## src/rtl/dlfloat_pkg.sv

```systemverilog
`default_nettype none
// ============================================================================
// Module  : dlfloat_pkg
// Brief   : Shared dlfloat16 constants and the dot-sequencer state encoding.
// Revision: 1.0 - initial release
// ============================================================================
package dlfloat_pkg;

    localparam int DLF_W = 16;

    localparam logic [DLF_W-1:0] DLF_NAN  = 16'hFFFF;
    localparam logic [DLF_W-1:0] DLF_ZERO = 16'h0000;

    typedef enum logic [3:0] {
        S_LEN    = 4'd0,
        S_A_LO   = 4'd1,
        S_A_HI   = 4'd2,
        S_B_LO   = 4'd3,
        S_B_HI   = 4'd4,
        S_ISSUE  = 4'd5,
        S_DRAIN  = 4'd6,
        S_OUT_HI = 4'd7,
        S_OUT_LO = 4'd8
    } state_t;

    // States that consume bytes from the upstream stream.
    function automatic logic takes_input(input state_t s);
        return (s == S_LEN) || (s == S_A_LO) || (s == S_A_HI) ||
               (s == S_B_LO) || (s == S_B_HI);
    endfunction

endpackage
`default_nettype wire

```

## src/rtl/dlfloat_out_serializer.sv

```systemverilog
`default_nettype none
// ============================================================================
// Module  : dlfloat_out_serializer
// Brief   : Holds a 16-bit result and emits it MSB byte first over valid/ready.
// Revision: 1.0 - initial release
// ============================================================================
module dlfloat_out_serializer
    import dlfloat_pkg::*;
(
    input  logic             clk,
    input  logic             rst_n,
    input  logic             load,
    input  logic [DLF_W-1:0] word,
    output logic [7:0]       out_data,
    output logic             out_valid,
    input  logic             out_ready
);

    logic [7:0] r_data;
    logic [7:0] r_lo;
    logic       r_valid;
    logic       r_second;

    always_ff @(posedge clk or negedge rst_n) begin
        if (!rst_n) begin
            r_data   <= '0;
            r_lo     <= '0;
            r_valid  <= 1'b0;
            r_second <= 1'b0;
        end else if (load) begin
            r_data   <= word[15:8];
            r_lo     <= word[7:0];
            r_valid  <= 1'b1;
            r_second <= 1'b0;
        end else if (r_valid && out_ready) begin
            if (!r_second) begin
                r_data   <= r_lo;
                r_second <= 1'b1;
            end else begin
                r_data   <= '0;
                r_valid  <= 1'b0;
                r_second <= 1'b0;
            end
        end
    end

    assign out_data  = r_data;
    assign out_valid = r_valid;

endmodule
`default_nettype wire

```

## src/rtl/dlfloat_dot_sequencer.sv

```systemverilog
`default_nettype none
// ============================================================================
// Module  : dlfloat_dot_sequencer
// Brief   : Parses a length-prefixed byte stream of dlfloat16 operand pairs,
//           drives an external MAC and returns the 16-bit result as two bytes.
// Revision: 1.0 - initial release
// ============================================================================
module dlfloat_dot_sequencer
    import dlfloat_pkg::*;
#(
    parameter int MAX_LEN = 16,
    parameter int MAC_LAT = 2
) (
    input  logic             clk,
    input  logic             rst_n,
    input  logic [7:0]       in_data,
    input  logic             in_valid,
    output logic             in_ready,
    output logic [DLF_W-1:0] mac_a,
    output logic [DLF_W-1:0] mac_b,
    output logic             mac_valid,
    output logic             mac_clear,
    input  logic [DLF_W-1:0] mac_result,
    output logic [7:0]       out_data,
    output logic             out_valid,
    input  logic             out_ready,
    output logic             busy
);

    localparam int N_W   = $clog2(MAX_LEN + 1);
    localparam int CNT_W = (MAC_LAT > 1) ? $clog2(MAC_LAT) : 1;

    state_t           r_state;
    state_t           w_state_nxt;
    logic [N_W-1:0]   r_n;
    logic [N_W-1:0]   w_len;
    logic [CNT_W-1:0] r_drain_cnt;
    logic [7:0]       r_a_lo;
    logic [7:0]       r_a_hi;
    logic [7:0]       r_b_lo;
    logic [DLF_W-1:0] r_mac_a;
    logic [DLF_W-1:0] r_mac_b;
    logic             r_mac_valid;
    logic             r_mac_clear;
    logic             r_in_ready;
    logic             r_busy;
    logic             w_in_xfer;
    logic             w_out_xfer;
    logic             w_drain_done;
    logic             w_load;
    logic [DLF_W-1:0] w_load_word;

    assign w_in_xfer    = in_valid && r_in_ready;
    assign w_out_xfer   = out_valid && out_ready;
    assign w_drain_done = (r_drain_cnt == CNT_W'(MAC_LAT - 1));
    assign w_len        = ({24'd0, in_data} > MAX_LEN) ? N_W'(MAX_LEN) : N_W'(in_data);

    // The serializer is loaded on the same edge that enters S_OUT_HI so that
    // out_valid rises together with the state.
    assign w_load      = ((r_state == S_LEN) && w_in_xfer && (w_len == '0)) ||
                         ((r_state == S_DRAIN) && w_drain_done);
    assign w_load_word = (r_state == S_DRAIN) ? mac_result : DLF_ZERO;

    always_comb begin
        w_state_nxt = r_state;
        case (r_state)
            S_LEN:    if (w_in_xfer) w_state_nxt = (w_len == '0) ? S_OUT_HI : S_A_LO;
            S_A_LO:   if (w_in_xfer) w_state_nxt = S_A_HI;
            S_A_HI:   if (w_in_xfer) w_state_nxt = S_B_LO;
            S_B_LO:   if (w_in_xfer) w_state_nxt = S_B_HI;
            S_B_HI:   if (w_in_xfer) w_state_nxt = S_ISSUE;
            S_ISSUE:  w_state_nxt = (r_n != N_W'(1)) ? S_A_LO : S_DRAIN;
            S_DRAIN:  if (w_drain_done) w_state_nxt = S_OUT_HI;
            S_OUT_HI: if (w_out_xfer) w_state_nxt = S_OUT_LO;
            S_OUT_LO: if (w_out_xfer) w_state_nxt = S_LEN;
            default:  w_state_nxt = S_LEN;
        endcase
    end

    always_ff @(posedge clk or negedge rst_n) begin
        if (!rst_n) begin
            r_state     <= S_LEN;
            r_n         <= '0;
            r_drain_cnt <= '0;
            r_a_lo      <= '0;
            r_a_hi      <= '0;
            r_b_lo      <= '0;
            r_mac_a     <= '0;
            r_mac_b     <= '0;
            r_mac_valid <= 1'b0;
            r_mac_clear <= 1'b0;
            r_in_ready  <= 1'b0;
            r_busy      <= 1'b0;
        end else begin
            r_state     <= w_state_nxt;
            r_in_ready  <= takes_input(w_state_nxt);
            r_busy      <= (w_state_nxt != S_LEN);
            r_mac_valid <= (w_state_nxt == S_ISSUE);
            r_mac_clear <= (r_state == S_LEN) && w_in_xfer && (w_len != '0);
            r_drain_cnt <= (r_state == S_DRAIN) ? r_drain_cnt + 1'b1 : '0;

            if (w_in_xfer) begin
                case (r_state)
                    S_LEN:  r_n    <= w_len;
                    S_A_LO: r_a_lo <= in_data;
                    S_A_HI: r_a_hi <= in_data;
                    S_B_LO: r_b_lo <= in_data;
                    S_B_HI: begin
                        r_mac_a <= {r_a_hi, r_a_lo};
                        r_mac_b <= {in_data, r_b_lo};
                    end
                    default: ;
                endcase
            end

            if (r_state == S_ISSUE) r_n <= r_n - 1'b1;
        end
    end

    dlfloat_out_serializer u_out (
        .clk       (clk),
        .rst_n     (rst_n),
        .load      (w_load),
        .word      (w_load_word),
        .out_data  (out_data),
        .out_valid (out_valid),
        .out_ready (out_ready)
    );

    assign in_ready  = r_in_ready;
    assign busy      = r_busy;
    assign mac_a     = r_mac_a;
    assign mac_b     = r_mac_b;
    assign mac_valid = r_mac_valid;
    assign mac_clear = r_mac_clear;

endmodule
`default_nettype wire

```

## config.mk

```make
export PLATFORM = sky130hd
export DESIGN_NAME = dlfloat_dot_sequencer
export DESIGN_NICKNAME = d
export VERILOG_FILES = /design/src/rtl/dlfloat_pkg.sv /design/src/rtl/dlfloat_out_serializer.sv /design/src/rtl/dlfloat_dot_sequencer.sv
export SDC_FILE = /design/constraint.sdc
export NUM_CORES = 1
export LEC_CHECK = 0
export BUFFER_PORTS_ARGS = -buffer_cell sky130_fd_sc_hd__buf_2
export CAP_MARGIN = 20
export CORE_ASPECT_RATIO = 0.6
export CORE_MARGIN = 4
export CORE_UTILIZATION = 59
export CTS_BUF_LIST = sky130_fd_sc_hd__clkbuf_16
export DETAILED_ROUTE_END_ITERATION = 12
export PLACE_DENSITY_LB_ADDON = 0.3
export SETUP_SLACK_MARGIN = 0.2
export SLEW_MARGIN = 20
export SYNTH_ARGS = -nofsm -noshare
export SYNTH_HDL_FRONTEND = slang
export SYNTH_SLANG_ARGS = --single-unit
```

## constraint.sdc

```tcl
create_clock -name clk -period 3 [get_ports clk]
set_input_delay 0 -clock clk [delete_from_list [all_inputs] [get_ports clk]]
set_output_delay 0 -clock clk [all_outputs]
set_load 0.02 [all_outputs]
```

==> impl_metrics.csv, run 1 <==
group,metric,value,unit
global_route,grt.overflow.total,0,
placed_design,port_buffers,72,
power,switchingPower,0.00169,W
timing,finalCritPeriodShare,80.9,%
power,clock_power_share,23.5,%
worst_setup_path,cp-end-kind,"flip-flop",
worst_setup_path,crit_path_top_delay_cell,"and2_1",
synthesis,syn_area_per_cell,11.2,um2
synthesis,yosys-top-cells-area,"dfrtp_1 60%, mux2_2 9.8%, nand2_1 9.7%",
drt,drt_iter0_drc,224,
power,pwr-share-seq,43.5,%
synthesis,syn-num-nets,356,
timing,setup_viol,0,
synthesis,synth_edf_count,0,
worst_setup_path,path_max_fanout,18,
finish,drive_gt1_share,29.2,%
floorplanning,dieArea,0.00757,mm2
power,switching_share,35.9,%
timing,period_needed,2.43,ns
finish,n_antenna_cell,0,
floorplanning,core,0.00578,mm2
global_route,grt_max_degree,89,
timing,drv_slew,0,
synthesis,seq_area_frac_synth,60.1,%
global_route,antenna_found_initial,0,
global_route,track_usage,23.8,%
synthesis,synth_cell_type_count,45,
global_route,grt_pass1_vias,2833,
clocking,clk_pin_slew,0.07,ns
synthesis,synth-main-ff-cell,"dfrtp_1",
hold_path,hold_class,"primary input to flip-flop",
clocking,cts-buffers-inserted,9,
timing,skew,0.0110,ns
status,status,"completed",
finish,area_growth,25.4,%
finish,num-fill-cells,361,
drt,first_pass_iters,5,
clocking,cts_tree,"yes",
timing,rsz0062_at_grt,"no",
finish,nNetsFinal,450,
timing,tns,0,ns
worst_setup_path,crit_type,"flip-flop to flip-flop",
clocking,clk_latency,0.34,ns
finish,multiInputGateArea,0.00136,mm2
synthesis,yosys-top-cells-count,"95 x nand2_1, 88 x dfrtp_1, 32 x mux2_2",
clocking,cts_root_buffer,"clkbuf_16",
clocking,clockBufferDepth,2,
finish,seqCellArea,0.00220,mm2
floorplanning,die_w,110,um
synthesis,post-synth-top-count-cell,"nand2_1",
flow_run,drv_cap,0,
drt,via_count,2845,
placed_design,postPlaceCellArea,0.00406,mm2
power,power_leakage,2.26,nW
drt,wirelength,8460,um
drt,drc,0,
timing,hold_viol_final,0,
synthesis,ys_ff_latch,88,
worst_setup_path,arrival,2.65,ns
floorplanning,num_io_pins,73,
clocking,cts.sinks,88,
placed_design,gp_congestion,0.904,
global_route,grt_pass1_wl,14100,um
power,peakVddDrop,0.000535,V
power,power_density,1020,mW/mm2
floorplanning,initial_core_util,63.4,%
placed_design,dp_hpwl,5300,um
worst_setup_path,cp_num_buf_inv,0,
finish,design_area,0.00459,mm2
clocking,post_cts_buffers,0,
worst_setup_path,path_cells,"nor4bb_1 > and2_1 > a21oi_1 > a22o_1",
worst_setup_path,crit_path_start_kind,"flip-flop",
drt,viasPerCell,5.63,
synthesis,netlist_area,0.00366,mm2
timing,tightest_slew,0.811,ns
clocking,htreeDepth,3,
timing,max_freq,412,MHz
timing,relSlewSlack,45.8,%
worst_setup_path,crit_path_max_incr_delay,0.63,ns
power,p_int,0.00301,W
worst_setup_path,cpLargestDelayFamily,"simple AND/OR/NAND/NOR gates",
synthesis,netlist_instances,326,
synthesis,async_reset_ff_share,100,%
drt,ant_nets,0,
synthesis,synth_top_area_share,60.1,%
synthesis,synth_top_cell_by_area,"dfrtp_1",
synthesis,yosysWarnings,0,
floorplanning,die_h,69.0,um
power,p_comb_share,33.0,%
worst_setup_path,worst_ep_required_time,3.22,ns
drt,avgRoutedWirePerCell,16.8,um
floorplanning,placementRows,21,
## sequential cells by signal, summed over array words and instances (netlist names), 4 cells and up
name and cells:
mac_a 16, mac_b 16, r_a_hi 8, r_a_lo 8
r_b_lo 8, u_out.out_data 8, u_out.r_lo 8, r_n 5
r_state 4
## area by class of cell
type | instances | share of cell area, %
Sequential cell | 88 | 47.9
Multi-Input combinational cell | 220 | 29.7
Timing Repair Buffer | 98 | 13.5
Clock buffer | 9 | 4.90
Tap cell | 80 | 2.18
Clock inverter | 7 | 1.55
Inverter | 3 | 0.245
## layout by cell type, fill, tap and decap left out, types with 3 or more instances in the layout
| cell type | instances |
|---|---|
| dfrtp_1 | 88 |
| nor3b_1 | 10 |
| buf_4 | 3 |
| nand2_1 | 95 |
| clkinvlp_4 | 3 |
| clkbuf_16 | 9 |
| a22o_1 | 7 |
| mux2_2 | 32 |
| nand3_1 | 5 |
| nor3_1 | 6 |
| a21oi_1 | 12 |
| inv_1 | 3 |
| o21ai_0 | 12 |
| nor2_1 | 7 |
| buf_2 | 71 |
| dlygate4sd3_1 | 23 |
## logic make-up after synthesis
kind of cell / count (synthesis) / share of synthesized area (%)
fa+ha+maj: 2 / 0.683
buf+inv: 18 / 2.63
flops: 88 / 60.1
xor+xnor: 2 / 0.478
compound gates: 44 / 7.69
simple gates: 139 / 18.3
mux: 33 / 10.1
## power groups by stage
| stage | Sequential, W | Clock (W) | Combinational, W |
|---|---|---|---|
| 4_1_cts | 0.00203 | 0.00111 | 0.00155 |
| 3_3_place_gp | 0.00202 | 0 | 0.00147 |
| 2_1_floorplan | 0.00227 | 0 | 0.000789 |
| 5_1_grt | 0.00211 | 0.00117 | 0.00170 |
| 3_5_place_dp | 0.00204 | 0 | 0.00152 |
| 6_report | 0.00205 | 0.00111 | 0.00155 |
## layer usage
metal	vias to the layer above	track usage [%]	part of all wire, %
li1	1313	-	-
met1	1410	35.2	47
met2	107	35.4	45
met3	15	4.94	6.6
met4	0	7.19	1.5
met5	-	0	0
## final timing paths
kind,from,end,slack [ns],cells after the start
min in group asynchronous,rst_n,mac_b[13],0.27,2
max,r_state[2],u_out.r_lo[3],0.57,4
max reg2reg,r_state[2],u_out.r_lo[3],0.57,4
min reg2reg,r_drain_cnt,r_drain_cnt,0.42,1
min,in_data[2],mac_b[10],0.01,2
max in group asynchronous,rst_n,u_out.out_valid,2.19,2
## repair_timing
item	4_1_cts	5_1_grt
resized for setup	0	0
hold buffers	23	0
endpoints found under the hold margin	120	0
## per-stage QoR
| stage | hold slack (ns) | utilization (%) | power [W] | std cells | worst slack, ns |
|---|---|---|---|---|---|
| 3_5_place_dp | 0.210 | 70.3 | 0.00356 | 466 | 0.677 |
| 5_1_grt | 0.0170 | 79.5 | 0.00498 | 505 | 0.346 |
| 2_1_floorplan | -0.296 | - | 0.00306 | 326 | 0.988 |
| 4_1_cts | 0.00573 | 79.4 | 0.00470 | 505 | 0.618 |
| 6_report | 0.0108 | 79.5 | 0.00471 | 505 | 0.573 |
| 3_3_place_gp | 0.201 | 70.3 | 0.00349 | 466 | 0.795 |
Note: power is estimated with default switching activity, not from simulation.
==> inputs of run 2 (changes only) <==
Settings changed: ABC_AREA set to 1, CORE_UTILIZATION 59 to 55.
Clock period 3 ns to 2.53 ns, I/O delays scaled along.
==> run 2 against run 1 <==
Compared with the run above: first-iteration DRC count rose by 4.5%; register-to-register slack gained 0.02 ns; maximum frequency is 25% higher; hold slack better by 0.015 ns; largest power group unchanged; core utilization is 9.3 points lower; critical path type unchanged; clock skew shrank 0.0043 ns; non-clock buffer count decreased by 3; critical endpoint is now u_out.out_data[5]; synthesized area rose by 2.8%; sequential share of layout area is 0.75 points lower; die area rose by 9.3%; synthesized cell count is 33% higher; global-route usage shrank 0.14 points.
==> impl_metrics.csv, run 2 <==
group,metric,value,unit
synthesis,synth_top_area_share,58.5,%
flow_run,drv_cap,0,
clocking,cts_resized,0,
drt,maxUsedRoutingLayer,"met4",
worst_setup_path,cpLargestDelayFamily,"simple AND/OR/NAND/NOR gates",
finish,nNetsFinal,554,
finish,area_growth,23.9,%
worst_setup_path,crit_type,"flip-flop to flip-flop",
drt,drt_iter0_drc,234,
timing,setup_viol,0,
synthesis,yosys-top-cells-area,"dfrtp_1 58%, nand2_1 15%, o21ai_0 5.5%",
synthesis,seq_area_frac_synth,58.5,%
synthesis,syn-num-nets,463,
timing,period_needed,1.94,ns
drt,viasPerCell,5.18,
drt,avgRoutedWirePerCell,14.5,um
drt,first_pass_iters,5,
timing,tns,0,ns
worst_setup_path,r2r-start,"r_state[1]",
worst_setup_path,arrival,2.15,ns
power,peakVddDrop,0.000789,V
global_route,grt_pass1_vias,3058,
clocking,cts_root_buffer,"clkbuf_16",
floorplanning,placementRows,23,
synthesis,yosysWarnings,0,
worst_setup_path,critPathLaunch,"r_state[1]",
global_route,grt_pass1_wl,15000,um
timing,relSlewSlack,66.1,%
worst_setup_path,worst_ep_required_time,2.74,ns
placed_design,dp_hpwl,6080,um
placed_design,port_buffers,72,
synthesis,yosys-top-cells-count,"148 x nand2_1, 88 x dfrtp_1, 41 x o21ai_0",
finish,final_cell_mix,"148 x nand2_1, 88 x dfrtp_1, 71 x buf_2",
timing,rsz0062_at_grt,"no",
synthesis,syn_area_per_cell,8.69,um2
placed_design,postPlaceCellArea,0.00418,mm2
drt,via_count,3190,
drt,ant_nets,0,
finish,drive_gt1_share,19.8,%
floorplanning,initial_core_util,56.6,%
clocking,clk_pin_slew,0.06,ns
clocking,clockBufferDepth,2,
placed_design,gp_congestion,0.962,
worst_setup_path,r2r_cells,8,
timing,max_freq,516,MHz
floorplanning,die_h,72.1,um
synthesis,synth-main-ff-cell,"dfrtp_1",
worst_setup_path,path_depth,8,
clocking,hold_buffers,21,
worst_setup_path,r2r_setup_slack,0.59,ns
clocking,cts-buffers-inserted,9,
synthesis,synth_edf_count,0,
drt,drc,0,
power,power_density,1080,mW/mm2
worst_setup_path,crit_path_start_kind,"flip-flop",
clocking,htreeDepth,3,
synthesis,ys_ff_latch,88,
floorplanning,die_w,115,um
drt,wirelength,8900,um
drt,wl_met2,3740,um
worst_setup_path,crit_path_max_incr_delay,0.44,ns
worst_setup_path,r2r_end,"u_out.out_data[5]",
global_route,grt.overflow.total,0,
timing,finalCritPeriodShare,76.6,%
finish,layout_commonest_cell,"nand2_1",
synthesis,netlist_instances,433,
timing,tightest_slew,0.507,ns
synthesis,synth_cell_type_count,27,
clocking,cts_tree,"yes",
floorplanning,dieArea,0.00828,mm2
global_route,track_usage,23.6,%
timing,skew,0.00676,ns
synthesis,async_reset_ff_share,100,%
worst_setup_path,cp-end-kind,"flip-flop",
worst_setup_path,crit_path_top_delay_cell,"dfrtp_1",
hold_path,hold_class,"primary input to flip-flop",
worst_setup_path,cp-endpoint,"u_out.out_data[5]",
timing,hold_viol_final,0,
power,power_leakage,2.52,nW
worst_setup_path,path_cells,"nor2_2 > nand2_2 > nor2_4 > nand3_2 > nand2_2 > inv_2 > nand3_1 > nand3_1",
global_route,grt_max_degree,51,
finish,n_antenna_cell,0,
timing,drv_slew,0,
synthesis,synth_top_cell_by_area,"dfrtp_1",
clocking,clk_latency,0.34,ns
synthesis,post-synth-top-count-cell,"nand2_1",
clocking,cts.sinks,88,
floorplanning,num_io_pins,73,
worst_setup_path,path_max_fanout,11,
global_route,antenna_found_initial,0,
floorplanning,core,0.00665,mm2
synthesis,netlist_area,0.00376,mm2
status,status,"completed",
clocking,post_cts_buffers,0,
drt,dr_wl_met3,722,um
finish,design_area,0.00467,mm2
worst_setup_path,cp_num_buf_inv,1,
drt,wl_met1,4330,um
run 2: cell types whose count changed in the layout (fill, tap and decap cells not counted), moves of 5 or more:
| cell | delta |
|---|---|
| a21oi_1 | -9 |
| a22o_1 | -7 |
| inv_1 | +35 |
| mux2_2 | -32 |
| nand2_1 | +53 |
| nand3_1 | +25 |
| nand4_1 | +9 |
| nor2_1 | +23 |
| nor2_2 | +5 |
| nor3b_1 | -10 |
| o21ai_0 | +29 |
run 2: layout make-up:
type                       count  area, um2
sequential                    88       2200
fill                         528       1980
multi-input combinational    289       1320
timing repair buffer          95        601
clock buffer                   9        225
inverter                      41        155
tap                           87        109
clock inverter                 7       55.1
run 2: kinds of logic (layout without fill, tap and decap cells):
kind of cell	Yosys count	in the layout	synth area share, %
AND/OR/NAND/NOR	237	237	27.5
flip-flops	88	88	58.5
adder cells (fa/ha/maj)	2	2	0.665
AO/OA/AOI/OAI	50	50	6.85
buffers and inverters	56	152	6.48
run 2: worst reg2reg max path, delay by kind of cell (launching register included):
kind / cells / cell delay [ns]
flops: 1 / 0.44
simple gates: 7 / 1.22
buf+inv: 1 / 0.14
run 2: where the power goes:
group | switching [W] | total, W | internal, W
Combinational | 0.00106 | 0.00160 | 0.000537
Sequential | 0.000303 | 0.00220 | 0.00190
Clock | 0.000511 | 0.00126 | 0.000747
run 2: metal layers:
metal | GRT usage, % | up-vias
li1 | - | 1558
met3 | 6.17 | 13
met2 | 31.6 | 123
met1 | 36.9 | 1496
met4 | 8.85 | 0
met5 | 0 | -
run 2: worst min-delay path by stage:
stage | slack, ns | cells after the start | endpoint | startpoint
CTS | 0.02 | 3 | r_b_lo[7] | in_data[7]
global placement | -0.003 | 1 | in_ready | rst_n
detailed placement | 0.006 | 1 | in_ready | rst_n
finish | 0.03 | 3 | mac_b[14] | in_data[6]
global route | 0.03 | 3 | mac_b[14] | in_data[6]
floorplan | -0.30 | 0 | busy | rst_n
run 2: stage by stage:
stage	hold WS [ns]	total power (W)	util [%]	cells	worst slack, ns
global placement	-0.00293	0.00374	62.8	579	0.726
floorplan	-0.296	0.00324	-	433	1.10
CTS	0.0173	0.00509	70.2	616	0.646
detailed placement	0.00600	0.00378	62.8	579	0.651
finish	0.0254	0.00505	70.2	616	0.592
global route	0.0340	0.00540	70.2	616	0.444
